File: config.mk
export PLATFORM = sky130hd
export DESIGN_NAME = cam_link_seq
export DESIGN_NICKNAME = d
export VERILOG_FILES = /design/src/rtl/cam_link_seq_pkg.sv /design/src/rtl/cam_link_seq.sv
export SDC_FILE = /design/constraint.sdc
export NUM_CORES = 1
export LEC_CHECK = 0
export BUFFER_PORTS_ARGS = -buffer_cell sky130_fd_sc_hd__clkbuf_2
export CAP_MARGIN = 20
export CORE_ASPECT_RATIO = 0.7
export CORE_MARGIN = 3
export CORE_UTILIZATION = 53
export CTS_CLUSTER_DIAMETER = 80
export DETAILED_ROUTE_END_ITERATION = 10
export PLACE_DENSITY = 0.76
export SYNTH_ARGS = -nofsm -noshare
export SYNTH_HDL_FRONTEND = slang
export SYNTH_SLANG_ARGS = --single-unit
export TNS_END_PERCENT = 5
File: constraint.sdc
create_clock -name clk -period 2.2 [get_ports clk]
set_input_delay 0 -clock clk [delete_from_list [all_inputs] [get_ports clk]]
set_output_delay 0 -clock clk [all_outputs]
set_load 0.01 [all_outputs]
File: src/rtl/cam_link_seq_pkg.sv
// Shared types and clk_100-derived default timings for the camera link sequencer.
package cam_link_seq_pkg;

  typedef enum logic [2:0] {
    ST_IDLE     = 3'd0,
    ST_PWR_OFF  = 3'd1,
    ST_PWR_ON   = 3'd2,
    ST_CFG      = 3'd3,
    ST_WAIT_FRM = 3'd4,
    ST_RUN      = 3'd5,
    ST_FAULT    = 3'd6
  } cam_seq_state_t;

  localparam int CLK_HZ            = 100_000_000;
  localparam int T_OFF_DEF         = CLK_HZ / 100_000;  // 10 us off time
  localparam int T_ON_DEF          = CLK_HZ / 1_000;    // 1 ms power settle
  localparam int CFG_TIMEOUT_DEF   = CLK_HZ / 10;       // 100 ms for sensor config
  localparam int FRAME_TIMEOUT_DEF = CLK_HZ / 5;        // 200 ms between frames
  localparam int MAX_RETRY_DEF     = 3;

  function automatic int max4(input int a, input int b, input int c, input int d);
    int m;
    m = a;
    if (b > m) m = b;
    if (c > m) m = c;
    if (d > m) m = d;
    return m;
  endfunction

endpackage

File: src/rtl/cam_link_seq.sv
// Camera link bring-up/supervision sequencer: power cycle, I2C config, CSI release,
// frame watchdog with bounded retries and a sticky fault.
module cam_link_seq
  import cam_link_seq_pkg::*;
#(
  parameter int T_OFF         = T_OFF_DEF,
  parameter int T_ON          = T_ON_DEF,
  parameter int CFG_TIMEOUT   = CFG_TIMEOUT_DEF,
  parameter int FRAME_TIMEOUT = FRAME_TIMEOUT_DEF,
  parameter int MAX_RETRY     = MAX_RETRY_DEF
) (
  input  logic        clk,
  input  logic        areset_n,
  input  logic        enable,
  input  logic        cfg_done,
  input  logic        cfg_err,
  input  logic        frame_sof,
  output logic        cam_en,
  output logic        i2c_areset_n,
  output logic        csi_reset,
  output logic        link_up,
  output logic        fault,
  output logic [3:0]  retry_cnt,
  output logic [15:0] frame_cnt,
  output logic [2:0]  state_o
);

  localparam int TMAX = max4(T_OFF, T_ON, CFG_TIMEOUT, FRAME_TIMEOUT);
  localparam int TW   = $clog2(TMAX + 1);

  cam_seq_state_t state_q, state_d;
  logic [TW-1:0]  timer_q, timer_d;
  logic [3:0]     retry_q, retry_d;
  logic [15:0]    frame_q, frame_d;
  logic           expired;
  logic           restart;

  assign expired = (timer_q == '0);

  always_comb begin
    state_d = state_q;
    timer_d = expired ? '0 : timer_q - TW'(1);
    retry_d = retry_q;
    frame_d = frame_q;
    restart = 1'b0;
    if (state_q != ST_IDLE && !enable) begin
      state_d = ST_IDLE;
    end else begin
      case (state_q)
        ST_IDLE: if (enable) begin
          state_d = ST_PWR_OFF;
          timer_d = TW'(T_OFF - 1);
          retry_d = '0;
        end
        ST_PWR_OFF: if (expired) begin
          state_d = ST_PWR_ON;
          timer_d = TW'(T_ON - 1);
        end
        ST_PWR_ON: if (expired) begin
          state_d = ST_CFG;
          timer_d = TW'(CFG_TIMEOUT - 1);
        end
        ST_CFG: begin
          // A bus error invalidates a simultaneous done.
          if (cfg_err) begin
            restart = 1'b1;
          end else if (cfg_done) begin
            state_d = ST_WAIT_FRM;
            timer_d = TW'(FRAME_TIMEOUT - 1);
          end else if (expired) begin
            restart = 1'b1;
          end
        end
        ST_WAIT_FRM: begin
          if (frame_sof) begin
            state_d = ST_RUN;
            timer_d = TW'(FRAME_TIMEOUT - 1);
            retry_d = '0;
            frame_d = 16'd1;
          end else if (expired) begin
            restart = 1'b1;
          end
        end
        ST_RUN: begin
          if (frame_sof) begin
            timer_d = TW'(FRAME_TIMEOUT - 1);
            frame_d = frame_q + 16'd1;
          end else if (expired) begin
            restart = 1'b1;
          end
        end
        ST_FAULT: state_d = ST_FAULT;
        default:  state_d = ST_IDLE;
      endcase
    end
    if (restart) begin
      if (retry_q == 4'(MAX_RETRY)) begin
        state_d = ST_FAULT;
      end else begin
        state_d = ST_PWR_OFF;
        timer_d = TW'(T_OFF - 1);
        retry_d = retry_q + 4'd1;
      end
    end
  end

  // Outputs decode the current state register, so they follow it by one cycle.
  always_ff @(posedge clk or negedge areset_n) begin
    if (!areset_n) begin
      state_q      <= ST_IDLE;
      timer_q      <= '0;
      retry_q      <= '0;
      frame_q      <= '0;
      cam_en       <= 1'b0;
      i2c_areset_n <= 1'b0;
      csi_reset    <= 1'b1;
      link_up      <= 1'b0;
      fault        <= 1'b0;
    end else begin
      state_q      <= state_d;
      timer_q      <= timer_d;
      retry_q      <= retry_d;
      frame_q      <= frame_d;
      cam_en       <= (state_q == ST_PWR_ON) || (state_q == ST_CFG) ||
                      (state_q == ST_WAIT_FRM) || (state_q == ST_RUN);
      i2c_areset_n <= (state_q == ST_CFG) || (state_q == ST_WAIT_FRM) ||
                      (state_q == ST_RUN);
      csi_reset    <= !((state_q == ST_WAIT_FRM) || (state_q == ST_RUN));
      link_up      <= (state_q == ST_RUN);
      fault        <= (state_q == ST_FAULT);
    end
  end

  assign state_o   = state_q;
  assign retry_cnt = retry_q;
  assign frame_cnt = frame_q;

endmodule

==> results.py, run 1 <==
metrics = {
    "global_route": {
        "grt_max_degree": 25,
        "use_met2_pct": 37.21,
        "grt_pass1_vias": 2837,
        "antenna_found_initial": 0,
        "grt_use_met1_pct": 37.61,
        "busiest_layer": "met1",
        "overflow": 0,
        "grt_pass1_wl_um": 13970,
        "grt_util_all_layers_pct": 25.05,
        "met3_usage_pct": 5.489,
    },
    "logic_synthesis": {
        "synth_ff_type": "dfrtp_1",
        "synth.avg_cell_area_sq_um": 8.837,
        "seq_area_frac_synth_pct": 42.68,
        "yosys_register_bits": 53,
        "synth.distinct_cells": 61,
        "netlist_area_sq_um": 3110,
        "netlist_top_cells_area": "dfrtp_1 (42%), nor2_1 (5.7%), xor2_1 (4.5%)",
        "yosysTopAreaCellShare_pct": 41.83,
        "yosys.area.top_type": "dfrtp_1",
        "yosys_warnings": 0,
        "syn_nets": 361,
        "syn_inst": 352,
        "synth_edf_count": 0,
        "synthArstFlopShare_pct": 100.0,
    },
    "power": {
        "leakage_nw": 1.831,
        "pwr_density_cell_nw_per_um2": 967.3,
        "switching_share_pct": 41.33,
        "p_int_w": 0.002257,
        "p_clk_share_pct": 14.9,
        "ir_drop_mv": 0.4899,
        "power_switching_w": 0.001590,
        "seqPwrFrac_pct": 34.8,
        "total_power_w": 0.003847,
        "power_frac_comb_pct": 50.2,
    },
    "finish": {
        "diodes": 0,
        "final_area_sq_um": 3978,
        "fin_cells": 505,
        "drive_gt1_share_pct": 31.64,
        "syn_to_final_growth_pct": 27.88,
        "final_nets": 441,
    },
    "critical_path": {
        "rrSetupSlack_ns": -0.08,
        "startpoint_type": "flop",
        "crit_required_ns": 2.41,
        "critical_path_peak_fanout": 2,
        "critPathKind": "reg2reg",
        "r2r_start": "timer_q[1]$_DFF_PN0_",
        "cp.arrival_ns": 2.49,
        "reg2regPathDepth": 8,
        "reg2reg_to": "timer_q[19]$_DFF_PN0_",
        "endpoint_kind": "flop",
    },
    "route": {
        "viasPerCell": 6.004,
        "drt_iter0_drc": 255,
        "wl_um": 8700,
        "drt-pass1-iter-count": 6,
        "via_count": 3032,
        "detail-route-antenna-nets": 0,
        "avgRoutedWirePerCell_um": 17.23,
        "drcViolationCount": 0,
    },
    "sta": {
        "fin_crit_ns": 2.281,
        "fmax_mhz": 438.4,
        "post-route-period-util_pct": 103.7,
        "rsz0062_at_grt": "yes",
        "layout_setup_ws_ns": -0.08118,
        "fin_tns_setup_ns": -0.2232,
        "tightestPinTransition_ns": 0.6388,
        "hold_viol": 0,
        "max_slew_margin_pct": 56.96,
        "finalMaxSlewViolations": 0,
        "skew_ns": 0.01111,
        "setup_viol": 5,
    },
    "floorplanning": {
        "core_sq_um": 5450,
        "die_w_um": 97.57,
        "rows": 22,
        "die_h_um": 70.10,
        "ioPinCount": 34,
        "start_util_pct": 57.07,
        "die-area_sq_um": 6839,
    },
    "place": {
        "dp_hpwl_um": 6412,
        "dp_slack_ns": -0.2013,
        "dpl-instance-area_sq_um": 3704,
        "globalplace.congestion": 0.9667,
        "post-place-cells": 493,
        "io_buffer_count": 33,
    },
    "clock_network": {
        "htreeDepth": 2,
        "insertion_delay_ns": 0.32,
        "cts_buffers": 5,
        "cts_tree": "built",
        "cts.reportedPaths.clkPinSlew_ns": 0.11,
        "cts_max_path_buffers": 2,
        "ctsRootBufferMaster": "clkbuf_8",
        "numClockSinks": 53,
    },
    "hold_path": {
        "holdPathEnd": "timer_q[21]$_DFF_PN0_",
        "min-delay-start": "frame_sof",
        "hold_depth": 3,
        "min_path_type": "in2reg",
    },
    "status": {
        "failed_checks": "setup timing",
        "status": "finished with violations",
    },
    "job": {
        "cap_violations": 0,
    },
}
synth_stat cells (all sizes together) (2+ instances only):
cell type  instances
and3               3
o21a               3
nor3b              2
a31oi              4
o31ai              4
nor2              47
nand4b             2
buf                5
a221oi             2
xnor2             13
nand3             15
or4                7
nand3b             4
a211o              2
xor2              16
nor2b              3
o22ai              2
dfrtp             52
nor4               3
nand2             36
clkbuf            10
ha                 3
inv                6
a22o               2
a211oi             4
o2111ai            2
nor3              10
or2                5
nand4              5
o21bai             3
or3                4
o21ai             26
nand2b             6
and2               5
and4               3
a21oi             20
placed cells by master (no fill, tap or decap), types with 12 or more instances in the layout:
cell type	synthesis	layout
a21oi_1	19	17
buf_4	0	48
clkbuf_2	0	33
dfrtp_1	52	52
nand2_1	35	34
nand3_1	14	12
nor2_1	47	43
o21ai_0	21	19
xnor2_1	13	12
xor2_1	16	16
final cells by class:
class                   count  area [sq um]
fillers                   412          1473
multi-input cells         278          1841
inverters                   6         22.52
well taps                  72         90.09
flip-flops and latches     53          1328
clock inverters             3         25.02
clock buffers               5         68.82
repair buffers             88         603.1
cell families after synthesis:
group / share of synthesized area [%]
buffers and inverters: 2.896
muxes: 0.3620
AOI/OAI and AO/OA: 17.50
xor gates and xnor gates: 8.166
adders and majority gates: 1.529
and+or+nand+nor: 26.87
DFF: 42.68
how the worst max path moves through the flow:
stage	startpoint	endpoint	slack [ns]	cells past startpoint
4_1_cts	timer_q[0]$_DFF_PN0_	timer_q[20]$_DFF_PN0_	-0.06	8
5_1_grt	timer_q[0]$_DFF_PN0_	timer_q[20]$_DFF_PN0_	-0.14	8
6_report	timer_q[1]$_DFF_PN0_	timer_q[19]$_DFF_PN0_	-0.08	8
3_3_place_gp	timer_q[0]$_DFF_PN0_	timer_q[21]$_DFF_PN0_	-0.17	8
2_1_floorplan	timer_q[0]$_DFF_PN0_	timer_q[20]$_DFF_PN0_	-0.03	9
3_5_place_dp	timer_q[0]$_DFF_PN0_	timer_q[21]$_DFF_PN0_	-0.20	8
flip-flops by register name, summed over array words and instances (netlist names):
| signal | cells |
|---|---|
| timer_q | 25 |
| frame_cnt | 16 |
| retry_cnt | 4 |
| state_o | 3 |
| cam_en | 1 |
| csi_reset | 1 |
| fault | 1 |
| i2c_areset_n | 1 |
| link_up | 1 |
metrics by stage:
stage | utilization (%) | hold slack (ns)
2_1_floorplan | - | -0.2956
3_3_place_gp | 67.95 | -0.1114
3_5_place_dp | 67.95 | -0.1084
4_1_cts | 71.10 | 0.02565
5_1_grt | 72.98 | 0.02954
6_report | 72.98 | 0.05370
repair_timing:
item / 4_1_cts / 5_1_grt
pin swaps: 4 / 12
hold buffers: 1 / 0
endpoints found under the setup margin: 32 / 30
setup buffers: 0 / 3
hold endpoints to repair: 52 / 0
gates resized for setup: 17 / 20
per-layer routing:
| layer | part of all wire [%] | vias to the layer above |
|---|---|---|
| met3 | 8.3 | 10 |
| met5 | 0 | - |
| met1 | 45 | 1471 |
| li1 | - | 1414 |
| met4 | 0.83 | 0 |
| met2 | 46 | 137 |
power groups by stage:
stage,Sequential (W),Combinational [W],Clock [W]
2_1_floorplan,0.00137,0.00104,0
3_3_place_gp,0.00133,0.00171,0
3_5_place_dp,0.00134,0.00175,0
4_1_cts,0.00133,0.00180,0.000587
5_1_grt,0.00136,0.00209,0.000634
6_report,0.00134,0.00193,0.000574
critical path, cell delays in order, from the launching register on:
cell     delay (ns)
dfrtp_1        0.39
buf_4          0.14
or4_4          0.52
nor3_4         0.14
buf_4          0.13
nand2_1        0.07
or4_4          0.44
xnor2_2        0.15
o211a_1        0.21
Power figures use the tool's default switching activity.
==> run 2, diff against run 1 <==
CORE_MARGIN = 5   (was 3)
==> results.py, run 2 (synthesis gave the netlist of run 1 again) <==
metrics = {
    "power": {
        "pwr_density_cell_nw_per_um2": 973.8,
        "ir_drop_mv": 0.6818,
        "leakage_nw": 1.810,
    },
    "global_route": {
        "grt_util_all_layers_pct": 23.37,
        "overflow": 0,
        "grt_pass1_wl_um": 13920,
        "antenna_found_initial": 0,
        "grt_max_degree": 32,
        "grt_pass1_vias": 2869,
    },
    "clock_network": {
        "insertion_delay_ns": 0.32,
        "ctsRootBufferMaster": "clkbuf_8",
        "htreeDepth": 2,
        "cts_buffers": 5,
        "cts.reportedPaths.clkPinSlew_ns": 0.10,
        "numClockSinks": 53,
        "cts_tree": "built",
        "cts_max_path_buffers": 2,
    },
    "floorplanning": {
        "rows": 23,
        "start_util_pct": 54.59,
        "die_w_um": 101.6,
        "die_h_um": 74.10,
        "ioPinCount": 34,
        "die-area_sq_um": 7525,
        "core_sq_um": 5698,
    },
    "route": {
        "via_count": 2976,
        "wl_um": 8595,
        "viasPerCell": 5.870,
        "detail-route-antenna-nets": 0,
        "drcViolationCount": 0,
        "drt-pass1-iter-count": 5,
        "drt_iter0_drc": 226,
        "avgRoutedWirePerCell_um": 16.95,
    },
    "finish": {
        "final_area_sq_um": 3951,
        "syn_to_final_growth_pct": 27.03,
        "final_common_cell": "dfrtp_1",
        "diodes": 0,
        "drive_gt1_share_pct": 30.79,
        "final-seq-area_sq_um": 1328,
        "multiInputGateArea_sq_um": 1833,
        "final_nets": 440,
        "fillers": 438,
        "final_cell_mix": "dfrtp_1 (52), buf_4 (51), nor2_1 (46)",
        "fin_cells": 507,
        "largest-register": "timer_q",
        "largest_reg_flops": 25,
    },
    "sta": {
        "rsz0062_at_grt": "yes",
        "post-route-period-util_pct": 103.4,
        "fin_crit_ns": 2.274,
        "fmax_mhz": 439.8,
        "setup_viol": 3,
        "finalMaxSlewViolations": 0,
        "max_slew_margin_pct": 51.07,
        "tightestPinTransition_ns": 0.7263,
        "skew_ns": 0.009476,
        "hold_viol": 0,
        "hold_ws_ns": 0.05767,
        "layout_setup_ws_ns": -0.07375,
    },
    "status": {
        "failed_checks": "setup timing",
        "status": "finished with violations",
    },
    "place": {
        "globalplace.congestion": 0.9401,
        "dpl-instance-area_sq_um": 3692,
        "dp_hpwl_um": 6280,
        "dp_slack_ns": -0.1889,
        "post-place-cells": 494,
        "io_buffer_count": 33,
    },
    "job": {
        "cap_violations": 0,
    },
    "critical_path": {
        "endpoint_kind": "flop",
        "critical_path_peak_fanout": 5,
        "startpoint_type": "flop",
        "critPathKind": "reg2reg",
        "crit_required_ns": 2.45,
        "cp.arrival_ns": 2.52,
    },
    "hold_path": {
        "min_path_type": "in2reg",
    },
}
[run 2: changes by cell type in the layout (fill, tap and decap cells not counted), moves of 3 or more]
cell | before | now
buf_4 | 48 | 51
buf_6 | 6 | 2
nor2_1 | 43 | 46
nor2_2 | 3 | 0
[run 2: cell type report]
cell class	count	share of cell area [%]
inverter	6	0.5700
clock inverter	3	0.6333
sequential	53	33.60
clock buffer	5	1.742
multi-input combinational	278	46.39
timing repair buffer	87	14.69
tap	75	2.375
[run 2: per-layer routing]
| layer | up-vias | GRT usage, % | wire length [um] |
|---|---|---|---|
| met5 | - | 0 | 0 |
| met4 | 0 | 3.835 | 92 |
| met3 | 14 | 6.186 | 557 |
| met2 | 110 | 35.65 | 3838 |
| met1 | 1442 | 34.22 | 4107 |
| li1 | 1410 | - | - |
[run 2: metrics by stage]
step	setup TNS (ns)	power [W]	utilization [%]
floorplan	-0.1608	0.002416	-
global placement	-0.7796	0.003030	64.80
detailed placement	-3.211	0.003070	64.80
CTS	-0.1304	0.003750	68.12
global route	-1.075	0.004079	69.35
finish	-0.2176	0.003848	69.35
[run 2: path summary, 6_finish.rpt]
check / startpoint / to / slack, ns / cells past startpoint
min reg2reg: frame_cnt[3]$_DFFE_PN0P_ / frame_cnt[3]$_DFFE_PN0P_ / 0.53 / 1
min: frame_sof / timer_q[21]$_DFF_PN0_ / 0.06 / 3
max reg2reg: timer_q[1]$_DFF_PN0_ / timer_q[20]$_DFF_PN0_ / -0.07 / 8
max in group asynchronous: areset_n / csi_reset$_DFF_PN1_ / 1.62 / 3
max: timer_q[1]$_DFF_PN0_ / timer_q[20]$_DFF_PN0_ / -0.07 / 8
min in group asynchronous: areset_n / timer_q[14]$_DFF_PN0_ / 0.20 / 3
[run 2: worst max-delay path, stage by stage (launching register included)]
cell      delay (ns)
dfrtp_1         0.39
inv_1           0.06
ha_2            0.17
or4b_4          0.50
or2_4           0.31
or4_4           0.45
nand3_2         0.10
a221oi_2        0.07
nor3_2          0.17
[run 2: report_power, final]
| part | internal [W] | switching (W) | leakage (nW) |
|---|---|---|---|
| Clock | 0.000231 | 0.000358 | 0.0447 |
| Sequential | 0.00117 | 0.000175 | 0.687 |
| Combinational | 0.000857 | 0.00106 | 1.08 |
| Total | 0.00226 | 0.00159 | 1.81 |
[run 2: repair_timing]
action                                 4_1_cts  5_1_grt
hold buffers                                 1        0
buffers inserted                             4        0
pin swaps                                    4        4
resized for setup                           15       17
endpoints found under the hold margin       52        0
setup endpoints to repair                   32       29
==> run 3, diff against run 2 <==
SETUP_SLACK_MARGIN = 0.4   (was unset)
==> results.py, run 3 (synthesis gave the netlist of run 1 again) <==
metrics = {
    "status": {
        "status": "finished with violations",
        "failed_checks": "setup timing",
    },
    "route": {
        "detail-route-antenna-nets": 0,
        "avgRoutedWirePerCell_um": 17.43,
        "wl_um": 8852,
        "drt_iter0_drc": 278,
        "drcViolationCount": 0,
        "via_count": 3040,
        "viasPerCell": 5.984,
        "drt-pass1-iter-count": 4,
    },
    "job": {
        "cap_violations": 0,
    },
    "floorplanning": {
        "die_w_um": 101.6,
        "core_sq_um": 5698,
        "rows": 23,
        "die_h_um": 74.10,
        "start_util_pct": 54.59,
        "ioPinCount": 34,
        "die-area_sq_um": 7525,
    },
    "finish": {
        "largest-register": "timer_q",
        "diodes": 0,
        "final_common_cell": "dfrtp_1",
        "largest_reg_flops": 25,
        "final_area_sq_um": 4056,
        "syn_to_final_growth_pct": 30.41,
        "drive_gt1_share_pct": 33.72,
        "fin_util_pct": 71.19,
        "final_nets": 441,
        "final_cell_mix": "dfrtp_1 (52), buf_4 (50), nor2_1 (40)",
    },
    "hold_path": {
        "min_path_type": "in2reg",
    },
    "sta": {
        "finalMaxSlewViolations": 0,
        "max_slew_margin_pct": 51.16,
        "post-route-period-util_pct": 105.2,
        "setup_viol": 6,
        "tightestPinTransition_ns": 0.7250,
        "fin_crit_ns": 2.315,
        "rsz0062_at_grt": "yes",
        "fmax_mhz": 432.0,
        "hold_viol": 0,
        "layout_setup_ws_ns": -0.1147,
        "skew_ns": 0.01203,
        "fin_tns_setup_ns": -0.3546,
    },
    "critical_path": {
        "critPathBufInv": 1,
        "cp_slowest_stage_delay_ns": 0.50,
        "cp_top_family": "simple AND/OR/NAND/NOR gates",
        "path_cells": "inv_1 -> ha_2 -> or4b_4 -> or2_4 -> o31ai_4 -> nand3_2 -> a221oi_4 -> nor3_2",
        "endpoint_kind": "flop",
        "crit_required_ns": 2.41,
        "startpoint_type": "flop",
        "critical_path_peak_fanout": 5,
        "cp.arrival_ns": 2.53,
        "slowest_stage": "or4b_4",
        "critPathKind": "reg2reg",
    },
    "clock_network": {
        "cts_tree": "built",
        "htreeDepth": 2,
        "cts.reportedPaths.clkPinSlew_ns": 0.11,
        "insertion_delay_ns": 0.32,
        "ctsRootBufferMaster": "clkbuf_8",
        "numClockSinks": 53,
        "cts_max_path_buffers": 2,
        "cts_buffers": 5,
    },
    "place": {
        "dpl-instance-area_sq_um": 3692,
        "io_buffer_count": 33,
        "globalplace.congestion": 0.9401,
        "dp_slack_ns": -0.1889,
        "dp_hpwl_um": 6280,
    },
    "power": {
        "pwr_density_cell_nw_per_um2": 980.8,
        "total_power_w": 0.003978,
        "ir_drop_mv": 0.6995,
        "leakage_nw": 1.826,
    },
    "global_route": {
        "grt_pass1_wl_um": 14530,
        "grt_max_degree": 32,
        "overflow": 0,
        "antenna_found_initial": 0,
        "grt_util_all_layers_pct": 24.46,
        "grt_pass1_vias": 2923,
    },
}
==> run 3: changes by cell type in the layout (fill, tap and decap cells not counted), moves of 2 or more <==
| cell | previous run | this run |
|---|---|---|
| a21oi_1 | 17 | 15 |
| a21oi_2 | 2 | 4 |
| nor2_1 | 46 | 40 |
| nor2_2 | 0 | 5 |
| nor3_1 | 6 | 4 |
| o21ai_0 | 19 | 17 |
| o21ai_1 | 5 | 7 |
==> run 3: worst register-to-register path, stage by stage, from the launching register on <==
cell	delay, ns
dfrtp_1	0.39
inv_1	0.06
ha_2	0.16
or4b_4	0.50
or2_4	0.29
o31ai_4	0.30
nand3_2	0.14
a221oi_4	0.29
nor3_2	0.08
==> run 3: metrics by stage <==
step	hold WS (ns)	std cells
4_1_cts	0.04783	507
3_3_place_gp	0.02060	494
5_1_grt	0.05769	508
6_report	0.07702	508
2_1_floorplan	-0.2956	352
3_5_place_dp	0.03018	494
==> run 3: path summary, 6_finish.rpt <==
check,start,endpoint,slack [ns],depth (start not counted)
min in group asynchronous,areset_n,timer_q[14]$_DFF_PN0_,0.20,3
worst max register to register,timer_q[0]$_DFF_PN0_,timer_q[20]$_DFF_PN0_,-0.11,8
max in group asynchronous,areset_n,csi_reset$_DFF_PN1_,1.63,3
worst min-delay path,frame_sof,timer_q[21]$_DFF_PN0_,0.08,3
worst min register to register,frame_cnt[3]$_DFFE_PN0P_,frame_cnt[3]$_DFFE_PN0P_,0.53,1
worst max-delay path,timer_q[0]$_DFF_PN0_,timer_q[20]$_DFF_PN0_,-0.11,8
==> run 3: area by class of cell <==
cell class / count / area, sq um
inverter: 6 / 22.52
tap: 75 / 93.84
fill: 423 / 1642
clock inverter: 3 / 25.02
timing repair buffer: 88 / 599.3
sequential: 53 / 1328
multi-input combinational: 278 / 1919
clock buffer: 5 / 68.82
==> run 3: report_power, final <==
part,internal (W),total (W),switching (W)
clock,0.000231,0.000592,0.000361
combinational,0.000904,0.00203,0.00113
sequential,0.00117,0.00135,0.000184
==> run 3: metal layers <==
layer / wire length [um] / vias to the layer above / track usage (%) / share of wire [%]
met5: 0 / - / 0 / 0
met3: 624 / 9 / 5.717 / 7.0
met4: 57 / 0 / 3.097 / 0.64
li1: - / 1414 / - / -
met2: 4133 / 145 / 38.41 / 47
met1: 4037 / 1472 / 35.79 / 46
==> run 3: repair_timing <==
item                       4_1_cts  5_1_grt
hold endpoints to repair        52        0
resized for setup               44       11
setup endpoints to repair       36       39
buffers inserted                 4        1
hold buffers                     1        0
pin swaps                       34       18
